File: src/rtl/matmul_rr_scheduler.sv
// ---------------------------------------------------------------------------
// matmul_rr_scheduler
//
// Shares a single 2x2 8-bit matrix multiplier (start/done handshake) between
// NUM_REQ client engines. A round-robin arbiter picks one pending client in
// IDLE and latches its operands. The block then pulses mm_start_o, waits for
// mm_done_i (or aborts on timeout) and returns the 4x16-bit result to the
// granted client with a one-cycle, one-hot rsp_valid_o pulse.
//
// Ports
//   clk_i        in   1            clock, rising edge
//   rst_i        in   1            asynchronous, active-high reset
//   req_i        in   NUM_REQ      per-client request level
//   req_a_i      in   NUM_REQ*32   client i operand A at [32i+:32], {a22,a21,a12,a11}
//   req_b_i      in   NUM_REQ*32   client i operand B, same packing
//   rsp_valid_o  out  NUM_REQ      one-cycle, one-hot completion pulse
//   rsp_c_o      out  64           result {c22,c21,c12,c11}, held until the next response
//   rsp_err_o    out  1            1 = transaction timed out (rsp_c_o is 0)
//   busy_o       out  1            high whenever the scheduler is not IDLE
//   gnt_id_o     out  IDW          current or last granted client
//   mm_start_o   out  1            multiplier start pulse
//   mm_a_o       out  32           latched operand A to the multiplier
//   mm_b_o       out  32           latched operand B to the multiplier
//   mm_c_i       in   64           multiplier result
//   mm_done_i    in   1            multiplier done pulse
// ---------------------------------------------------------------------------
module matmul_rr_scheduler #(
    parameter int NUM_REQ = 4,
    parameter int IDW     = 2,
    parameter int TIMEOUT = 16
) (
    input  logic                   clk_i,
    input  logic                   rst_i,
    input  logic [NUM_REQ-1:0]     req_i,
    input  logic [NUM_REQ*32-1:0]  req_a_i,
    input  logic [NUM_REQ*32-1:0]  req_b_i,
    output logic [NUM_REQ-1:0]     rsp_valid_o,
    output logic [63:0]            rsp_c_o,
    output logic                   rsp_err_o,
    output logic                   busy_o,
    output logic [IDW-1:0]         gnt_id_o,
    output logic                   mm_start_o,
    output logic [31:0]            mm_a_o,
    output logic [31:0]            mm_b_o,
    input  logic [63:0]            mm_c_i,
    input  logic                   mm_done_i
);

    localparam int CNTW = $clog2(TIMEOUT + 1);

    typedef enum logic [1:0] {
        S_IDLE,
        S_ISSUE,
        S_WAIT,
        S_RESP
    } state_t;

    state_t               state_q, state_d;
    logic [IDW-1:0]       ptr_q, ptr_d;
    logic [IDW-1:0]       gnt_q, gnt_d;
    logic [CNTW-1:0]      cnt_q, cnt_d;
    logic [31:0]          a_q, a_d;
    logic [31:0]          b_q, b_d;
    logic [63:0]          c_q, c_d;
    logic                 err_q, err_d;
    logic [NUM_REQ-1:0]   vld_q, vld_d;

    logic [IDW-1:0]       sel;
    logic                 found;

    // (base + off) mod NUM_REQ, valid for base < NUM_REQ and off < NUM_REQ
    function automatic logic [IDW-1:0] wrap_idx(input logic [IDW-1:0] base, input int off);
        int s;
        s = int'(base) + off;
        if (s >= NUM_REQ) begin
            s = s - NUM_REQ;
        end
        return IDW'(s);
    endfunction

    // Round-robin search: first set request at or above ptr, wrapping around.
    always_comb begin
        found = 1'b0;
        sel   = ptr_q;
        for (int k = 0; k < NUM_REQ; k++) begin
            if (!found && req_i[wrap_idx(ptr_q, k)]) begin
                found = 1'b1;
                sel   = wrap_idx(ptr_q, k);
            end
        end
    end

    always_comb begin
        state_d = state_q;
        ptr_d   = ptr_q;
        gnt_d   = gnt_q;
        cnt_d   = cnt_q;
        a_d     = a_q;
        b_d     = b_q;
        c_d     = c_q;
        err_d   = err_q;
        vld_d   = '0;

        case (state_q)
            S_IDLE: begin
                if (found) begin
                    a_d     = req_a_i[{sel, 5'd0} +: 32];
                    b_d     = req_b_i[{sel, 5'd0} +: 32];
                    gnt_d   = sel;
                    ptr_d   = wrap_idx(sel, 1);
                    state_d = S_ISSUE;
                end
            end
            S_ISSUE: begin
                cnt_d   = '0;
                state_d = S_WAIT;
            end
            S_WAIT: begin
                if (mm_done_i) begin
                    c_d          = mm_c_i;
                    err_d        = 1'b0;
                    vld_d[gnt_q] = 1'b1;
                    state_d      = S_RESP;
                end else if (cnt_q == CNTW'(TIMEOUT)) begin
                    // Counter has passed TIMEOUT-1 with no done: abort. On abort
                    // the response lands TIMEOUT+2 cycles after mm_start.
                    c_d          = '0;
                    err_d        = 1'b1;
                    vld_d[gnt_q] = 1'b1;
                    state_d      = S_RESP;
                end else begin
                    cnt_d = cnt_q + CNTW'(1);
                end
            end
            S_RESP: begin
                state_d = S_IDLE;
            end
            default: begin
                state_d = S_IDLE;
            end
        endcase
    end

    always_ff @(posedge clk_i or posedge rst_i) begin
        if (rst_i) begin
            state_q <= S_IDLE;
            ptr_q   <= '0;
            gnt_q   <= '0;
            cnt_q   <= '0;
            a_q     <= '0;
            b_q     <= '0;
            c_q     <= '0;
            err_q   <= 1'b0;
            vld_q   <= '0;
        end else begin
            state_q <= state_d;
            ptr_q   <= ptr_d;
            gnt_q   <= gnt_d;
            cnt_q   <= cnt_d;
            a_q     <= a_d;
            b_q     <= b_d;
            c_q     <= c_d;
            err_q   <= err_d;
            vld_q   <= vld_d;
        end
    end

    assign rsp_valid_o = vld_q;
    assign rsp_c_o     = c_q;
    assign rsp_err_o   = err_q;
    assign busy_o      = (state_q != S_IDLE);
    assign gnt_id_o    = gnt_q;
    assign mm_start_o  = (state_q == S_ISSUE);
    assign mm_a_o      = a_q;
    assign mm_b_o      = b_q;

endmodule
File: config.mk
export PLATFORM = sky130hd
export DESIGN_NAME = matmul_rr_scheduler
export DESIGN_NICKNAME = d
export VERILOG_FILES = /design/src/rtl/matmul_rr_scheduler.sv
export SDC_FILE = /design/constraint.sdc
export NUM_CORES = 1
export LEC_CHECK = 0
export CAP_MARGIN = 25
export CELL_PAD_IN_SITES_DETAIL_PLACEMENT = 1
export CELL_PAD_IN_SITES_GLOBAL_PLACEMENT = 1
export CORE_AREA = 4 4 179 181
export DETAILED_ROUTE_END_ITERATION = 12
export DIE_AREA = 0 0 183 185
export HOLD_SLACK_MARGIN = 0.12
export PLACE_DENSITY = 0.78
export SYNTH_ARGS = -nofsm -noshare
export SYNTH_HDL_FRONTEND = slang
export SYNTH_SLANG_ARGS = --single-unit
File: constraint.sdc
create_clock -name clk_i -period 6.6 [get_ports clk_i]
set_input_delay 1.32 -clock clk_i [delete_from_list [all_inputs] [get_ports clk_i]]
set_output_delay 1.32 -clock clk_i [all_outputs]
set_load 0.005 [all_outputs]
==> metrics.cfg, run 1 <==
[status]
outcome = completed

[cells_and_area]
area_growth_pct = 71.33
fill_cells = 3350
fin_nets = 1495
drive_above_1_share_pct = 7.745

[sta]
slew_headroom_pct = 36.31
fmax_ghz = 0.2663
fin_crit_ns = 3.755
finClkSkew_ns = 0.01307
fin_setup_tns_ns = 0
worstMarginPinSlew_ns = 0.9531
grt_setup_unrepaired = false
timing.hold.ws_ns = 0.5065
final-setup-viol-count = 0
finalHoldViolations = 0
drv_slew = 0
min_period_over_period_pct = 56.90

[setup_path]
crit_path_start = req_i[3]
cp_slowest_stage_delay_ns = 0.65
crit_family = buffers and inverters
path_max_fanout = 40
crit_required_ns = 6.88
r2r_cells = 8
worstPathArrival_ns = 4.04
cp-start-kind = primary input
crit_chain = clkdlybuf4s50_1, nor2_1, a21oi_4, nand3_2, buf_4, a211oi_1, a211oi_2
timing.rr.start = state_q[0]
rrSetupSlack_ns = 3.75
worst-setup-path-type = primary input to flop
regToRegEndpoint = mm_b_o[18]
crit_path_top_delay_cell = clkdlybuf4s50_1
crit_buf_inv = 2
endpoint_kind = flop

[power_and_ir_drop]
p_leak_nw = 5.425
seqPwrFrac_pct = 29.3
peakVddDrop_uv = 191.0
p_sw_mw = 2.021
comb_power_share_pct = 52.5
power.density_mw_per_mm2 = 402.6
switching_share_pct = 38.02
p_int_mw = 3.293
clkPwrFrac_pct = 18.3

[synthesis]
postSynth.asyncResetShare_pct = 100.0
synthAdderAreaFrac_pct = 0.9745
ys.flop_type = dfrtp_1
synth-compound-area-share_pct = 29.09
yosysTopAreaCell = dfrtp_1
synth_nets = 1073
synth-simple-area-share_pct = 5.766
ys_top_cells_by_area = dfrtp_1 (47%), a211oi_1 (9.1%), mux2i_1 (8.3%)
ys_ff_latch = 144
syn_avg_cell_area_sq_um = 10.41
synth_top_family_by_area = compound AO/OA/AOI/OAI gates
synthMuxAreaShare_pct = 8.608
synth.distinct_cells = 39
synth-edff-count = 0
synth.most_common_cell = dfrtp_1
yosys_warnings = 0
synthTopCellsByCount = dfrtp_1 (144), a211oi_1 (93), inv_1 (73)
yosys.area_share.xor_xnor_pct = 0.1137
synth_area_sq_mm = 0.007704
synth-seq-area-share_pct = 46.78
synthCells = 740
synth_top_area_share_pct = 46.78

[clock_tree]
root_buffer = clkbuf_16
path_clk_slew_ns = 0.07
insertion_delay_ns = 0.42
cts_resized = 0
cts_max_path_buffers = 2
cts_buffers = 17
cts.sinks = 144
cts_tree = yes
cts_max_level = 4
post_cts_buffers = 0
cts_hold_buffers = 0

[job]
max_cap_violations = 0

[global_routing]
grt_pass1_vias = 8456
grt_max_degree = 69
grt_pass1_wl_mm = 51.62
track_usage_pct = 19.47
grt-ovfl-total = 0
antenna_found_initial = 2

[placed_design]
io_buffers = 463
gp_congestion = 0.8196
dp_hpwl_mm = 25.24

[floorplan]
coreArea_sq_mm = 0.03043
std_cell_rows = 64
start_util_pct = 25.32
ios = 464
die_area_sq_mm = 0.03386
fp.dieW_microns = 183
die_h_microns = 185

[drt]
drt_iter0_drc = 356
drt_pass1_iterations = 4
drc = 0
wirelength_mm = 34.56
avgViaCountPerCell = 4.978
vias = 7831
wl_per_cell_microns = 21.97
ant_nets = 0

[worst_hold_path]
hp-start = rsp_c_o[40]
hold_path.class = flop to flop
hold_path_depth = 1
min_to = rsp_c_o[40]

==> worst reg2reg max path: cells and delay by family, from the launching register on <==
family	cells	cell delay, ns
AOI/OAI and AO/OA	3	0.81
buffers and inverters	3	0.76
and+or+nand+nor	1	0.52
DFF	1	0.40
adders and majority gates	1	0.22
==> registers in the layout, indices dropped and copies added, names as in the netlist <==
name / cells
gnt_id_o: 2
cnt_q: 5
mm_a_o: 32
mm_b_o: 32
rsp_c_o: 64
rsp_valid_o: 4
ptr_q: 2
state_q: 2
rsp_err_o: 1
==> placed cells by master, fill, tap and decap left out, types with 2 or more instances in the layout <==
cell,n
clkdlybuf4s50_1,463
dfrtp_1,144
a211oi_1,93
inv_1,72
nor2_1,68
a22o_1,66
a31oi_1,65
mux2i_1,64
a211oi_2,35
clkbuf_16,17
nand2_1,13
buf_4,10
ha_1,6
inv_6,5
inv_8,5
o21ai_0,4
nor2b_1,3
diode_2,2
a21boi_1,2
o21ai_4,2
nor3_1,2
and3_1,2
a21oi_1,2
mux2_2,2
nand4b_1,2
nor3b_1,2
clkinvlp_4,2
clkinv_4,2
buf_12,2
==> how the worst max path moves through the flow <==
stage / end / cells past startpoint
final: mm_b_o[18] / 7
after global routing: mm_b_o[24] / 7
after CTS: mm_b_o[24] / 7
after detailed placement: mm_a_o[19] / 7
after global placement: mm_b_o[18] / 7
after floorplan: cnt_q[0] / 1
==> power groups by stage <==
stage / clock, mW / sequential [mW] / combinational, mW
after CTS: 1.00 / 1.56 / 2.83
after floorplan: 0 / 1.56 / 1.39
final: 0.971 / 1.56 / 2.79
after global routing: 1.04 / 1.61 / 3.01
after detailed placement: 0 / 1.56 / 2.82
after global placement: 0 / 1.55 / 2.75
==> final cells by class <==
type,instances,area [sq um],share of cell area [%]
multi-input combinational,451,3487,26.42
timing repair buffer,475,4750,35.98
antenna,2,5.005,0.03792
inverter,73,279.0,2.114
tap,396,495.5,3.754
clock inverter,14,140.1,1.062
clock buffer,18,439.2,3.327
sequential,144,3603,27.30
==> per-layer routing <==
layer  wire length [microns]  global-route usage (%)
met1                   14070                   24.11
met2                   17610                   34.16
met3                    2117                   4.595
met4                     758                   5.155
met5                       0                       0
==> logic make-up after synthesis <==
| kind of cell | Yosys count |
|---|---|
| flip-flops | 144 |
| XOR/XNOR | 1 |
| buffers and inverters | 145 |
| multiplexers | 66 |
| adder cells (fa/ha/maj) | 6 |
| AO/OA/AOI/OAI | 277 |
| AND/OR/NAND/NOR | 101 |
==> through the flow <==
| stage | cell area, sq um | power (mW) | util [%] | setup WS (ns) | instances |
|---|---|---|---|---|---|
| after floorplan | 7704 | 2.946 | - | 1.414 | 740 |
| after global placement | 12610 | 4.296 | 41.46 | 2.518 | 1539 |
| after detailed placement | 12610 | 4.386 | 41.46 | 2.453 | 1539 |
| after CTS | 13190 | 5.393 | 43.36 | 2.892 | 1571 |
| after global routing | 13200 | 5.668 | 43.38 | 2.683 | 1573 |
| final | 13200 | 5.314 | 43.38 | 2.845 | 1573 |
Note: power is estimated with default switching activity, not from simulation.
==> run 2: changes to the inputs <==
clock period = 3.8 ns   (was 6.6 ns; I/O delays follow)
==> run 2 against run 1 <==
Final cell count rose by 0.45%; worst setup slack worse by 1.7 ns; non-clock buffer count up 9; largest power group unchanged; clock skew shrank 0.0034 ns.
==> metrics.cfg, run 2 (synthesis gave the netlist of run 1 again) <==
[status]
outcome = completed

[setup_path]
cp-start-kind = primary input
critPathMostFrequentCell = buf_12
worstPathArrival_ns = 2.90  ; -1.14 ns
cp_slowest_stage_delay_ns = 0.58  ; -0.07 ns
timing.rr.start = cnt_q[0]
path_max_fanout = 30  ; -25%
crit_end = mm_b_o[11]
r2r_cells = 6  ; -2
worst-setup-path-type = primary input to flop
crit_path_top_delay_cell = clkdlybuf4s50_1
crit_chain = clkdlybuf4s50_1, nor2b_1, o21ai_4, and3_4, buf_12, buf_12, mux2i_1, a211oi_2
endpoint_kind = flop
regToRegEndpoint = rsp_c_o[26]
rrSetupSlack_ns = 1.49  ; -2.26 ns
crit_required_ns = 4.07  ; -2.81 ns
crit_path_start = req_i[3]

[placed_design]
placedCellCount = 1548  ; +0.58%
io_buffers = 463  ; unchanged
dp_hpwl_mm = 25.52  ; +1.1%
gp_congestion = 0.8055  ; -1.7%
post_dp_cell_area_sq_mm = 0.01276  ; +1.1%

[global_routing]
grt_max_degree = 91  ; +32%
grt_pass1_wl_mm = 50.38  ; -2.4%
antenna_found_initial = 0  ; -2
grt-ovfl-total = 0  ; unchanged
grt_pass1_vias = 8328  ; -1.5%
track_usage_pct = 19.08  ; -0.39 points

[cells_and_area]
diodes = 0  ; -2
layout_commonest_cell = clkdlybuf4s50_1
final-seq-area_sq_mm = 0.003603  ; unchanged
design_area_sq_mm = 0.01338  ; +1.3%
mostFrequentLayoutCells = clkdlybuf4s50_1 (463), dfrtp_1 (144), a211oi_1 (93), inv_1 (72), nor2_1 (68)
stdcell_count = 1580  ; +0.45%
drive_above_1_share_pct = 8.446  ; +0.70 points
fill_cells = 3373  ; +0.69%
multiInputGateArea_sq_mm = 0.003487  ; unchanged
fin_nets = 1504  ; +0.60%
post-route-util_pct = 43.96  ; +0.58 points
area_growth_pct = 73.62
largest_reg_flops = 64  ; unchanged

[power_and_ir_drop]
peakVddDrop_uv = 281.7  ; +48%
power.density_mw_per_mm2 = 705.1  ; +75%
p_leak_nw = 5.513  ; +1.6%

[worst_hold_path]
hold_path.class = flop to flop

[floorplan]
fp.dieW_microns = 183  ; unchanged
std_cell_rows = 64  ; unchanged
ios = 464  ; unchanged
die_area_sq_mm = 0.03386  ; unchanged
coreArea_sq_mm = 0.03043  ; unchanged
die_h_microns = 185  ; unchanged
start_util_pct = 25.32  ; unchanged

[sta]
grt_setup_unrepaired = false
fmax_ghz = 0.3806
finClkSkew_ns = 0.009712  ; -0.003361 ns
slew_headroom_pct = 56.69  ; +20 points
fin_crit_ns = 2.628
finalHoldViolations = 0  ; unchanged
final-setup-viol-count = 0  ; unchanged
fin_setup_tns_ns = 0  ; unchanged
timing.hold.ws_ns = 0.5093  ; +0.002808 ns
worstMarginPinSlew_ns = 0.6497  ; -0.3035 ns
min_period_over_period_pct = 69.15
drv_slew = 0  ; unchanged

[clock_tree]
cts_tree = yes
cts_buffers = 17  ; unchanged
post_cts_buffers = 0  ; unchanged
cts_hold_buffers = 0  ; unchanged
cts.sinks = 144  ; unchanged
root_buffer = clkbuf_16
cts_max_path_buffers = 2  ; unchanged
cts_resized = 0  ; unchanged
insertion_delay_ns = 0.41  ; about the same
path_clk_slew_ns = 0.07  ; about the same
cts_max_level = 4  ; unchanged

[drt]
drt_pass1_iterations = 4  ; unchanged
drt_iter0_drc = 431  ; +21%
vias = 7786  ; -0.57%
drc = 0  ; unchanged
wirelength_mm = 34.12  ; -1.3%
wl_per_cell_microns = 21.59  ; -1.7%
ant_nets = 0  ; unchanged
avgViaCountPerCell = 4.928  ; -1.0%

[job]
max_cap_violations = 0  ; unchanged

## run 2: cell count changes in the layout (fill, tap and decap cells not counted)
cell,change
buf_4,+3
clkinv_8,+1
inv_8,-2
bufinv_16,+2
diode_2,-2
clkinv_4,-1
clkbuf_8,-1
buf_12,+6
clkinvlp_4,+1
## run 2: stage by stage
stage	worst slack, ns	total power, mW
after CTS	1.171	9.596
after global routing	1.019	10.05
after floorplan	1.235	5.116
after detailed placement	0.7331	7.704
after global placement	0.8261	7.570
final	1.172	9.430
## run 2: power breakdown
part	total [mW]	switching [mW]	internal, mW
clock	1.82	0.808	1.01
combinational	4.91	2.27	2.64
sequential	2.70	0.441	2.26
total	9.43	3.52	5.91
## run 2: metal layers
metal / track usage [%] / vias up / routed length [microns]
met4: 5.691 / 0 / 881
met3: 4.478 / 42 / 2226
met1: 23.46 / 3851 / 13670
met2: 33.39 / 292 / 17340
li1: - / 3601 / -
met5: 0 / - / 0
## run 2: critical path: cells and delay by family
| kind | cells | cell delay, ns |
|---|---|---|
| compound gates | 2 | 0.29 |
| mux | 1 | 0.27 |
| simple gates | 2 | 0.48 |
| buf+inv | 3 | 1.04 |
## run 2: cell type report
cell class | instances | area share, %
timing repair buffer | 484 | 36.58
tap | 396 | 3.704
multi-input combinational | 451 | 26.07
sequential | 144 | 26.94
inverter | 73 | 2.077
clock inverter | 15 | 1.450
clock buffer | 17 | 3.181
## run 2: how the worst min path moves through the flow
stage,startpoint,cells past startpoint,to,slack [ns]
6_report,rsp_c_o[47],1,rsp_c_o[47],0.51
5_1_grt,rsp_c_o[47],1,rsp_c_o[47],0.52
4_1_cts,rsp_c_o[29],1,rsp_c_o[29],0.51
3_5_place_dp,rsp_c_o[29],1,rsp_c_o[29],0.49
3_3_place_gp,rsp_c_o[52],1,rsp_c_o[52],0.49
2_1_floorplan,cnt_q[3],1,cnt_q[3],0.47
==> run 3: changes to the inputs <==
clock period = 2.7 ns   (was 3.8 ns; I/O delays follow)
==> run 3 against run 2 <==
Sequential cell count unchanged; core utilization increased by 0.79 points; final cell count increased by 1.1%; worst setup slack got worse by 0.82 ns; via count increased by 1.6%; clock skew increased by 0.0029 ns; global-route usage increased by 0.67 points; die area unchanged; non-clock buffer count increased by 15; sequential power increased by 41%; critical path type is now flop to primary output; count of clock-buffer cells in the layout increased by 2; critical path depth decreased by 4.
==> metrics.cfg, run 3 (synthesis gave the netlist of run 1 again) <==
[drt]
maxUsedRoutingLayer = met4
vias = 7910  ; +1.6%
met1Wirelength_mm = 13.96  ; +2.1%
wirelength_mm = 34.80  ; +2.0%
route.met3.wl_mm = 2.248  ; +0.99%
drc = 0  ; unchanged
drt_pass1_iterations = 4  ; unchanged
ant_nets = 0  ; unchanged
avgViaCountPerCell = 4.953  ; +0.51%
drt_iter0_drc = 280  ; -35%
wl_per_cell_microns = 21.79  ; +0.91%
dr_wl_met2_mm = 17.69  ; +2.0%

[global_routing]
grt-ovfl-total = 0  ; unchanged
grt_pass1_vias = 8678  ; +4.2%
grt_pass1_wl_mm = 52.12  ; +3.4%
track_usage_pct = 19.76  ; +0.67 points
grt_max_degree = 98  ; +7.7%
antenna_found_initial = 1  ; +1

[clock_tree]
path_clk_slew_ns = 0.07  ; about the same
cts_resized = 0  ; unchanged
post_cts_buffers = 0  ; unchanged
cts_tree = yes
root_buffer = clkbuf_16
cts_max_path_buffers = 2  ; unchanged
cts_buffers = 17  ; unchanged
cts.sinks = 144  ; unchanged
cts_hold_buffers = 0  ; unchanged
cts_max_level = 4  ; unchanged
insertion_delay_ns = 0.42  ; about the same

[floorplan]
fp.dieW_microns = 183  ; unchanged
die_h_microns = 185  ; unchanged
die_area_sq_mm = 0.03386  ; unchanged
coreArea_sq_mm = 0.03043  ; unchanged
ios = 464  ; unchanged
start_util_pct = 25.32  ; unchanged
std_cell_rows = 64  ; unchanged

[cells_and_area]
layout_commonest_cell = clkdlybuf4s50_1
fin_nets = 1519  ; +1.0%
drive_above_1_share_pct = 9.508  ; +1.1 points
area_growth_pct = 76.76
mostFrequentLayoutCells = clkdlybuf4s50_1 (463), dfrtp_1 (144), a211oi_1 (93), inv_1 (72), nor2_1 (68)
largest_reg_flops = 64  ; unchanged
post-route-util_pct = 44.75  ; +0.79 points

[setup_path]
cp_slowest_stage_delay_ns = 0.54  ; -0.04 ns
endpoint_kind = primary output
cp-start-kind = flop
crit_path_top_delay_cell = clkdlybuf4s50_1
path_max_fanout = 3  ; -90%
worstPathArrival_ns = 1.80  ; -1.10 ns
crit_chain = inv_1, ha_1, inv_1, clkdlybuf4s50_1
critPathMostFrequentCell = inv_1
worst-setup-path-type = flop to primary output
crit_required_ns = 2.16  ; -1.91 ns

[sta]
min_period_over_period_pct = 86.79
fin_crit_ns = 2.343
fin_setup_tns_ns = 0  ; unchanged
grt_setup_unrepaired = false
finClkSkew_ns = 0.01265  ; +0.002933 ns
fin_ws_ns = 0.3568  ; -0.8156 ns
finalHoldViolations = 0  ; unchanged
drv_slew = 0  ; unchanged
fmax_ghz = 0.4268
final-setup-viol-count = 0  ; unchanged
worstMarginPinSlew_ns = 0.5676  ; -0.08210 ns
slew_headroom_pct = 62.16  ; +5.5 points
timing.hold.ws_ns = 0.3554  ; -0.1539 ns

[power_and_ir_drop]
p_leak_nw = 5.633  ; +2.2%
peakVddDrop_uv = 385.9  ; +37%
power.density_mw_per_mm2 = 995.5  ; +41%

[placed_design]
gp_congestion = 0.8540  ; +6.0%
dp_slack_ns = -0.01829  ; -0.7514 ns
io_buffers = 463  ; unchanged
dp_hpwl_mm = 26.23  ; +2.8%

[job]
max_cap_violations = 0  ; unchanged

[worst_hold_path]
hold_path.class = primary input to asynchronous set/reset pin

[status]
outcome = completed

[run 3: cell types whose count changed in the layout (fill, tap and decap cells not counted), sizes merged]
cell      previous run  this run
buf                 21        36
clkbuf              17        19
clkinv               3         4
clkinvlp             3         2
diode                0         2
inv                 80        78
[run 3: layer usage]
layer | vias to the layer above | GRT usage, %
met4 | 0 | 6.675
met3 | 49 | 4.870
met5 | - | 0
met1 | 3951 | 23.90
li1 | 3625 | -
met2 | 285 | 34.47
[run 3: worst paths after layout]
| kind | startpoint | to | slack [ns] | cells past startpoint |
|---|---|---|---|---|
| worst max-delay path | state_q[0] | busy_o | 0.36 | 4 |
| worst min-delay path | rst_i | rsp_c_o[57] | 0.36 | 2 |
| worst max register to register | state_q[1] | mm_b_o[20] | 0.64 | 9 |
| worst min register to register | rsp_c_o[61] | rsp_c_o[61] | 0.51 | 1 |
| max in group asynchronous | rst_i | mm_b_o[6] | 1.58 | 3 |
| min in group clk_i | rsp_c_o[61] | rsp_c_o[61] | 0.51 | 1 |
[run 3: final cells by class]
type	count	area [sq um]
antenna	2	5.005
clock buffer	19	442.9
clock inverter	13	150.1
fill	3332	16810
inverter	73	277.8
multi-input combinational	451	3487
sequential	144	3603
tap	396	495.5
timing repair buffer	499	5155
[run 3: critical path: cells and delay by family, from the launching register on]
kind | cells | cell delay (ns)
adder cells (fa/ha/maj) | 1 | 0.23
buffers and inverters | 3 | 0.79
flip-flops | 1 | 0.37
[run 3: report_power, final]
group	total, mW	switching [mW]	leakage, nW	internal (mW)
clock	2.45	1.04	0.291	1.41
sequential	3.81	0.630	1.71	3.18
combinational	7.29	3.28	3.63	4.01
[run 3: through the flow]
| step | power [mW] | instance area, sq um | instances |
|---|---|---|---|
| 2_1_floorplan | 7.201 | 7707 | 740 |
| 3_3_place_gp | 10.97 | 13020 | 1563 |
| 3_5_place_dp | 11.20 | 13020 | 1563 |
| 4_1_cts | 13.76 | 13610 | 1595 |
| 5_1_grt | 14.41 | 13610 | 1596 |
| 6_report | 13.56 | 13620 | 1597 |
